<file path="config.mk">
export PLATFORM = sky130hd
export DESIGN_NAME = uart_cmd_framer_flat
export DESIGN_NICKNAME = d
export VERILOG_FILES = /design/src/rtl/uart_cmd_framer_if.sv /design/src/rtl/uart_cmd_framer.sv /design/src/flat_wrapper.sv
export SDC_FILE = /design/constraint.sdc
export NUM_CORES = 1
export LEC_CHECK = 0
export CORE_ASPECT_RATIO = 2
export CORE_MARGIN = 2
export CORE_UTILIZATION = 35
export CTS_BUF_LIST = sky130_fd_sc_hd__clkbuf_4
export DETAILED_ROUTE_END_ITERATION = 16
export GPL_TIMING_DRIVEN = 0
export PLACE_DENSITY = 0.57
export SLEW_MARGIN = 5
export SYNTH_ARGS = -nofsm -noshare
export SYNTH_HDL_FRONTEND = slang
export SYNTH_SLANG_ARGS = --single-unit
</file>
<file path="constraint.sdc">
create_clock -name i_CLK -period 4.3 [get_ports i_CLK]
set_input_delay 0.43 -clock i_CLK [delete_from_list [all_inputs] [get_ports i_CLK]]
set_output_delay 0.43 -clock i_CLK [all_outputs]
set_load 0.01 [all_outputs]
</file>
<file path="src/rtl/uart_cmd_framer_if.sv">
// Command-request and byte-stream handshake bundle for uart_cmd_framer.
// master = command source / serializer side, slave = the framer.
interface uart_cmd_framer_if #(
  parameter int unsigned DATA_WIDTH    = 8,
  parameter int unsigned ADDR_WIDTH    = 4,
  parameter int unsigned ALU_FUN_WIDTH = 4
);
  logic                     i_CMD_VALID;
  logic [1:0]               i_CMD_TYPE;
  logic [ADDR_WIDTH-1:0]    i_ADDR;
  logic [DATA_WIDTH-1:0]    i_DATA_A;
  logic [DATA_WIDTH-1:0]    i_DATA_B;
  logic [ALU_FUN_WIDTH-1:0] i_ALU_FUN;
  logic                     o_CMD_READY;
  logic [DATA_WIDTH-1:0]    o_BYTE;
  logic                     o_BYTE_VALID;
  logic                     i_BYTE_READY;
  logic                     o_BUSY;
  logic                     o_FRAME_DONE;
  logic [7:0]               o_FRAME_CNT;

  modport master (
    output i_CMD_VALID, i_CMD_TYPE, i_ADDR, i_DATA_A, i_DATA_B, i_ALU_FUN, i_BYTE_READY,
    input  o_CMD_READY, o_BYTE, o_BYTE_VALID, o_BUSY, o_FRAME_DONE, o_FRAME_CNT
  );

  modport slave (
    input  i_CMD_VALID, i_CMD_TYPE, i_ADDR, i_DATA_A, i_DATA_B, i_ALU_FUN, i_BYTE_READY,
    output o_CMD_READY, o_BYTE, o_BYTE_VALID, o_BUSY, o_FRAME_DONE, o_FRAME_CNT
  );
endinterface

</file>
<file path="src/rtl/uart_cmd_framer.sv">
// Buffers one command and emits its 2-4 byte UART frame under valid/ready,
// followed by a programmable idle gap before the next command is taken.
module uart_cmd_framer #(
  parameter int unsigned DATA_WIDTH    = 8,
  parameter int unsigned ADDR_WIDTH    = 4,
  parameter int unsigned ALU_FUN_WIDTH = 4,
  parameter int unsigned GAP_CYCLES    = 16
) (
  input  logic             i_CLK,
  input  logic             i_RST,
  uart_cmd_framer_if.slave bus
);
  localparam int unsigned GAP_W = (GAP_CYCLES != 0) ? $clog2(GAP_CYCLES + 1) : 1;

  localparam logic [1:0] T_REG_WR  = 2'd0;
  localparam logic [1:0] T_REG_RD  = 2'd1;
  localparam logic [1:0] T_ALU_OP  = 2'd2;

  typedef enum logic [1:0] {IDLE, SEND, GAP} state_t;

  state_t                   state;
  logic [1:0]               cmd_type;
  logic [ADDR_WIDTH-1:0]    addr_q;
  logic [DATA_WIDTH-1:0]    data_a_q;
  logic [DATA_WIDTH-1:0]    data_b_q;
  logic [ALU_FUN_WIDTH-1:0] fun_q;
  logic [1:0]               idx;
  logic [1:0]               last_idx;
  logic [GAP_W-1:0]         gap_cnt;

  // Byte i of the frame for command type t; addr/fun zero-extended.
  function automatic logic [DATA_WIDTH-1:0] frame_byte(
    input logic [1:0]               t,
    input logic [1:0]               i,
    input logic [ADDR_WIDTH-1:0]    ad,
    input logic [DATA_WIDTH-1:0]    a,
    input logic [DATA_WIDTH-1:0]    b,
    input logic [ALU_FUN_WIDTH-1:0] f
  );
    logic [DATA_WIDTH-1:0] r;
    r = '0;
    case (t)
      T_REG_WR: case (i)
        2'd0:    r = DATA_WIDTH'(8'hAA);
        2'd1:    r = DATA_WIDTH'(ad);
        default: r = a;
      endcase
      T_REG_RD: r = (i == 2'd0) ? DATA_WIDTH'(8'hBB) : DATA_WIDTH'(ad);
      T_ALU_OP: case (i)
        2'd0:    r = DATA_WIDTH'(8'hCC);
        2'd1:    r = a;
        2'd2:    r = b;
        default: r = DATA_WIDTH'(f);
      endcase
      default:  r = (i == 2'd0) ? DATA_WIDTH'(8'hDD) : DATA_WIDTH'(f);
    endcase
    return r;
  endfunction

  function automatic logic [1:0] frame_last(input logic [1:0] t);
    logic [1:0] r;
    case (t)
      T_REG_WR: r = 2'd2;
      T_ALU_OP: r = 2'd3;
      default:  r = 2'd1;
    endcase
    return r;
  endfunction

  always_ff @(posedge i_CLK or posedge i_RST) begin
    if (i_RST) begin
      state            <= IDLE;
      cmd_type         <= '0;
      addr_q           <= '0;
      data_a_q         <= '0;
      data_b_q         <= '0;
      fun_q            <= '0;
      idx              <= '0;
      last_idx         <= '0;
      gap_cnt          <= '0;
      bus.o_CMD_READY  <= 1'b1;
      bus.o_BYTE       <= '0;
      bus.o_BYTE_VALID <= 1'b0;
      bus.o_BUSY       <= 1'b0;
      bus.o_FRAME_DONE <= 1'b0;
      bus.o_FRAME_CNT  <= '0;
    end else begin
      bus.o_FRAME_DONE <= 1'b0;
      case (state)
        IDLE: begin
          if (bus.i_CMD_VALID) begin
            cmd_type         <= bus.i_CMD_TYPE;
            addr_q           <= bus.i_ADDR;
            data_a_q         <= bus.i_DATA_A;
            data_b_q         <= bus.i_DATA_B;
            fun_q            <= bus.i_ALU_FUN;
            idx              <= 2'd0;
            last_idx         <= frame_last(bus.i_CMD_TYPE);
            bus.o_BYTE       <= frame_byte(bus.i_CMD_TYPE, 2'd0, bus.i_ADDR,
                                           bus.i_DATA_A, bus.i_DATA_B, bus.i_ALU_FUN);
            bus.o_BYTE_VALID <= 1'b1;
            bus.o_CMD_READY  <= 1'b0;
            bus.o_BUSY       <= 1'b1;
            state            <= SEND;
          end
        end
        SEND: begin
          if (bus.i_BYTE_READY) begin
            if (idx == last_idx) begin
              bus.o_BYTE_VALID <= 1'b0;
              bus.o_BYTE       <= '0;
              bus.o_FRAME_DONE <= 1'b1;
              bus.o_FRAME_CNT  <= bus.o_FRAME_CNT + 8'd1;
              if (GAP_CYCLES != 0) begin
                gap_cnt <= GAP_W'(GAP_CYCLES - 1);
                state   <= GAP;
              end else begin
                bus.o_CMD_READY <= 1'b1;
                bus.o_BUSY      <= 1'b0;
                state           <= IDLE;
              end
            end else begin
              idx        <= idx + 2'd1;
              bus.o_BYTE <= frame_byte(cmd_type, idx + 2'd1, addr_q, data_a_q, data_b_q, fun_q);
            end
          end
        end
        GAP: begin
          // Counter runs GAP_CYCLES-1 down to 0, one state cycle per count.
          if (gap_cnt == '0) begin
            bus.o_CMD_READY <= 1'b1;
            bus.o_BUSY      <= 1'b0;
            state           <= IDLE;
          end else begin
            gap_cnt <= gap_cnt - GAP_W'(1);
          end
        end
        default: state <= IDLE;
      endcase
    end
  end
endmodule

</file>
<file path="src/flat_wrapper.sv">
// flat-port wrapper written by rule: the top's interface ports become plain ports
module uart_cmd_framer_flat 
#(
  parameter int unsigned DATA_WIDTH    = 8,
  parameter int unsigned ADDR_WIDTH    = 4,
  parameter int unsigned ALU_FUN_WIDTH = 4,
  parameter int unsigned GAP_CYCLES    = 16
)
  (i_CLK, i_RST, bus_i_CMD_VALID, bus_i_CMD_TYPE, bus_i_ADDR, bus_i_DATA_A, bus_i_DATA_B, bus_i_ALU_FUN, bus_i_BYTE_READY, bus_o_CMD_READY, bus_o_BYTE, bus_o_BYTE_VALID, bus_o_BUSY, bus_o_FRAME_DONE, bus_o_FRAME_CNT);
  uart_cmd_framer_if #(.DATA_WIDTH(DATA_WIDTH), .ADDR_WIDTH(ADDR_WIDTH), .ALU_FUN_WIDTH(ALU_FUN_WIDTH)) bus_i ();
  input  logic i_CLK;
  input  logic i_RST;
  input wire logic [$bits(bus_i.i_CMD_VALID)-1:0] bus_i_CMD_VALID;
  input wire logic [$bits(bus_i.i_CMD_TYPE)-1:0] bus_i_CMD_TYPE;
  input wire logic [$bits(bus_i.i_ADDR)-1:0] bus_i_ADDR;
  input wire logic [$bits(bus_i.i_DATA_A)-1:0] bus_i_DATA_A;
  input wire logic [$bits(bus_i.i_DATA_B)-1:0] bus_i_DATA_B;
  input wire logic [$bits(bus_i.i_ALU_FUN)-1:0] bus_i_ALU_FUN;
  input wire logic [$bits(bus_i.i_BYTE_READY)-1:0] bus_i_BYTE_READY;
  output wire logic [$bits(bus_i.o_CMD_READY)-1:0] bus_o_CMD_READY;
  output wire logic [$bits(bus_i.o_BYTE)-1:0] bus_o_BYTE;
  output wire logic [$bits(bus_i.o_BYTE_VALID)-1:0] bus_o_BYTE_VALID;
  output wire logic [$bits(bus_i.o_BUSY)-1:0] bus_o_BUSY;
  output wire logic [$bits(bus_i.o_FRAME_DONE)-1:0] bus_o_FRAME_DONE;
  output wire logic [$bits(bus_i.o_FRAME_CNT)-1:0] bus_o_FRAME_CNT;
  assign bus_i.i_CMD_VALID = bus_i_CMD_VALID;
  assign bus_i.i_CMD_TYPE = bus_i_CMD_TYPE;
  assign bus_i.i_ADDR = bus_i_ADDR;
  assign bus_i.i_DATA_A = bus_i_DATA_A;
  assign bus_i.i_DATA_B = bus_i_DATA_B;
  assign bus_i.i_ALU_FUN = bus_i_ALU_FUN;
  assign bus_i.i_BYTE_READY = bus_i_BYTE_READY;
  assign bus_o_CMD_READY = bus_i.o_CMD_READY;
  assign bus_o_BYTE = bus_i.o_BYTE;
  assign bus_o_BYTE_VALID = bus_i.o_BYTE_VALID;
  assign bus_o_BUSY = bus_i.o_BUSY;
  assign bus_o_FRAME_DONE = bus_i.o_FRAME_DONE;
  assign bus_o_FRAME_CNT = bus_i.o_FRAME_CNT;
  uart_cmd_framer #(.DATA_WIDTH(DATA_WIDTH), .ADDR_WIDTH(ADDR_WIDTH), .ALU_FUN_WIDTH(ALU_FUN_WIDTH), .GAP_CYCLES(GAP_CYCLES)) u_core (.i_CLK(i_CLK), .i_RST(i_RST), .bus(bus_i));
endmodule
</file>
==> run summary <==
Sequential Area: 0.00143 mm^2
Top_reg_cell synth: dfrtp_1
TritonCTS clock tree: yes
Static Leak: 0.00170 uW
Post-DP HPWL: 6240 um
Max-slew violation count: 0
Fraction of registers with async set/reset: 100%
Routed vias: 2599
Fill cell count: 835
Initial antenna violation count: 0
DR WL/cell: 16.3 um
Clk Latency, worst-skew pair: 0.42 ns
Die height: 134 um
Layout cells sized above 1: 9.95%
Yosys top cell by area: dfrtp_1
Yosys top cell area share: 47.0%
Max Freq: 456 MHz
CORE AREA: 0.00829 mm^2
Final setup violating endpoints: 0
Nets: 435
Most Used Layer, Global Route: met2
Met2 usage: 35.3%
Commonest non-fill, non-tap cell in the layout: nand2_1
Die X-Extent: 69.2 um
Setup Buffers After CTS: 0
Hold crit path type: input port to asynchronous set/reset pin
Io pins: 50
Drc violations: 0
DRT iter0 DRCs: 155
Synth cell types: 55
Synth Area per Inst: 8.84 um^2
Commonest cells after routing, fill and taps aside: nand2_1, dfrtp_1, clkdlybuf4s50_1
Initial Utilization: 35.9%
Die footprint: 0.00931 mm^2
Register bit total from synthesis: 57
GRT overflow: 0
CTS H-tree depth: 3
Crit start category: flip-flop
Crit end category: flip-flop
Longest Clk Path Bufs: 2
Final period utilization: 51.0%
WS Path Type: flip-flop to flip-flop
Synth area leaders: dfrtp_1, nand2_1, a21oi_1, o21ai_0, ha_1
Cell count after synthesis: 337
Core Rows: 47
Largest net degree at the start of global routing: 33
Port buffer count: 49
Fin area: 0.00373 mm^2
VDD IR max: 0.000288 V
Max Cap Viol: 0
Fin. Hold Viols: 0
Final Skew: 0.0156 ns
Routability cong.: 0.846
RSZ-0062 raised after global routing: no
Global-route met3 utilization: 3.66%
Total track usage: 18.7%
Via density: 5.20
Clock Tree Root: clkbuf_4
Area occupied by multi-input gates: 0.00140 mm^2
Critical Path RT: 4.57 ns
Clock transition at path regs: 0.11 ns
PwrDens: 683 mW/mm^2
Mapped cell area: 0.00298 mm^2
Synth-to-Final Area Change: 25.2%
Outcome: finished clean
Tmin final: 2.19 ns
Worst Tran Pin Value: 0.577 ns
Number of antenna cells inserted: 0
Seq/Total Area, Yosys: 47.9%
First-pass GRT wire length: 13500 um
Post-Route WL: 8160 um
Cts bufs inserted: 9
CTS sink count: 57
Vias in the first global route: 2742
Syn nets: 374
Setup TNS Final: 0 ns
EDFF count, synth: 0
Hold-fix buffers at CTS: 0
DRT Pass-1 Iters: 4
Top fanout value on the critical path: 10
ANT nets after route: 0
Placed Instance Area: 0.00361 mm^2
Post-CTS sizing: 0
Worst Path Arrival: 2.46 ns
Relative slew margins: 61.5%
YS warnings: 0
M1 GR Usage: 18.7%
cell usage after synthesis (all sizes together) (3+ instances only):
| cell type | count |
|---|---|
| o21ai | 20 |
| o211ai | 5 |
| nor2 | 12 |
| nor2b | 5 |
| buf | 14 |
| nor3 | 3 |
| nand4 | 4 |
| and2 | 3 |
| a21oi | 24 |
| clkbuf | 4 |
| nand3 | 4 |
| a211oi | 4 |
| nor3b | 3 |
| ha | 7 |
| inv | 11 |
| dfrtp | 56 |
| nand2 | 111 |
| xnor2 | 9 |
| nand2b | 6 |
| and3 | 4 |
cells by family after synthesis:
logic type / after synthesis / synth area share [%]
AND/OR/NAND/NOR: 160 / 24.7
AO/OA/AOI/OAI: 74 / 16.2
flip-flops: 57 / 47.9
buffers and inverters: 29 / 5.00
XOR/XNOR: 10 / 3.19
adder cells (fa/ha/maj): 7 / 2.94
per-layer routing:
layer  vias up  wire [um]
met5         -          0
met4         0        335
met3        19        271
met2        53       4560
met1      1261       2990
li1       1266          -
state kept, by name, summed over array words and instances (netlist names):
| name | cells |
|---|---|
| u_core.bus.o_BYTE | 8 |
| u_core.bus.o_FRAME_CNT | 8 |
| u_core.data_a_q | 8 |
| u_core.data_b_q | 8 |
| u_core.gap_cnt | 5 |
| u_core.addr_q | 4 |
| u_core.fun_q | 4 |
| u_core.cmd_type | 2 |
| u_core.idx | 2 |
| u_core.last_idx | 2 |
| u_core.state | 2 |
| u_core.bus.o_BUSY | 1 |
| u_core.bus.o_BYTE_VALID | 1 |
| u_core.bus.o_CMD_READY | 1 |
| u_core.bus.o_FRAME_DONE | 1 |
worst max-delay path, stage by stage, from the launching register on:
cell and delay (ns):
dfrtp_1 0.50, inv_1 0.18, ha_1 0.33, clkbuf_1 0.23
nand2_1 0.16, a21oi_1 0.09, a222oi_1 0.38, o221ai_1 0.19
final timing paths:
path / slack [ns] / depth (start not counted) / from / to
max: 2.11 / 7 / u_core.idx[0] / u_core.bus.o_BYTE[4]
min: 0.39 / 2 / i_RST / u_core.cmd_type[0]
max reg2reg: 2.11 / 7 / u_core.idx[0] / u_core.bus.o_BYTE[4]
min reg2reg: 0.48 / 2 / u_core.bus.o_CMD_READY / u_core.bus.o_CMD_READY
max in group asynchronous: 3.25 / 3 / i_RST / u_core.bus.o_CMD_READY
min in group i_CLK: 0.48 / 2 / u_core.bus.o_CMD_READY / u_core.bus.o_CMD_READY
where the power goes:
group	internal [uW]	switching, uW
clock network	166	200
registers	747	186
logic	536	712
layout make-up:
type / count / area share, %
plain buffers: 18 / 2.75
clock buffers: 9 / 1.81
clock inverters: 6 / 1.34
inverters: 11 / 1.24
multi-input cells: 251 / 37.6
flip-flops and latches: 57 / 38.3
well taps: 98 / 3.29
repair buffers: 50 / 13.7
metrics by stage:
step                      cells  worst slack (ns)  util, %  hold WS (ns)  power (uW)
after floorplan             337              2.47        -         0.445        1750
after global placement      484              1.35     43.3         0.461        2170
after detailed placement    485              2.00     43.6         0.456        2190
after CTS                   500              2.13     45.0         0.370        2570
after global routing        500              1.98     45.0         0.423        2760
final                       500              2.11     45.0         0.387        2550
Power figures use the tool's default switching activity.
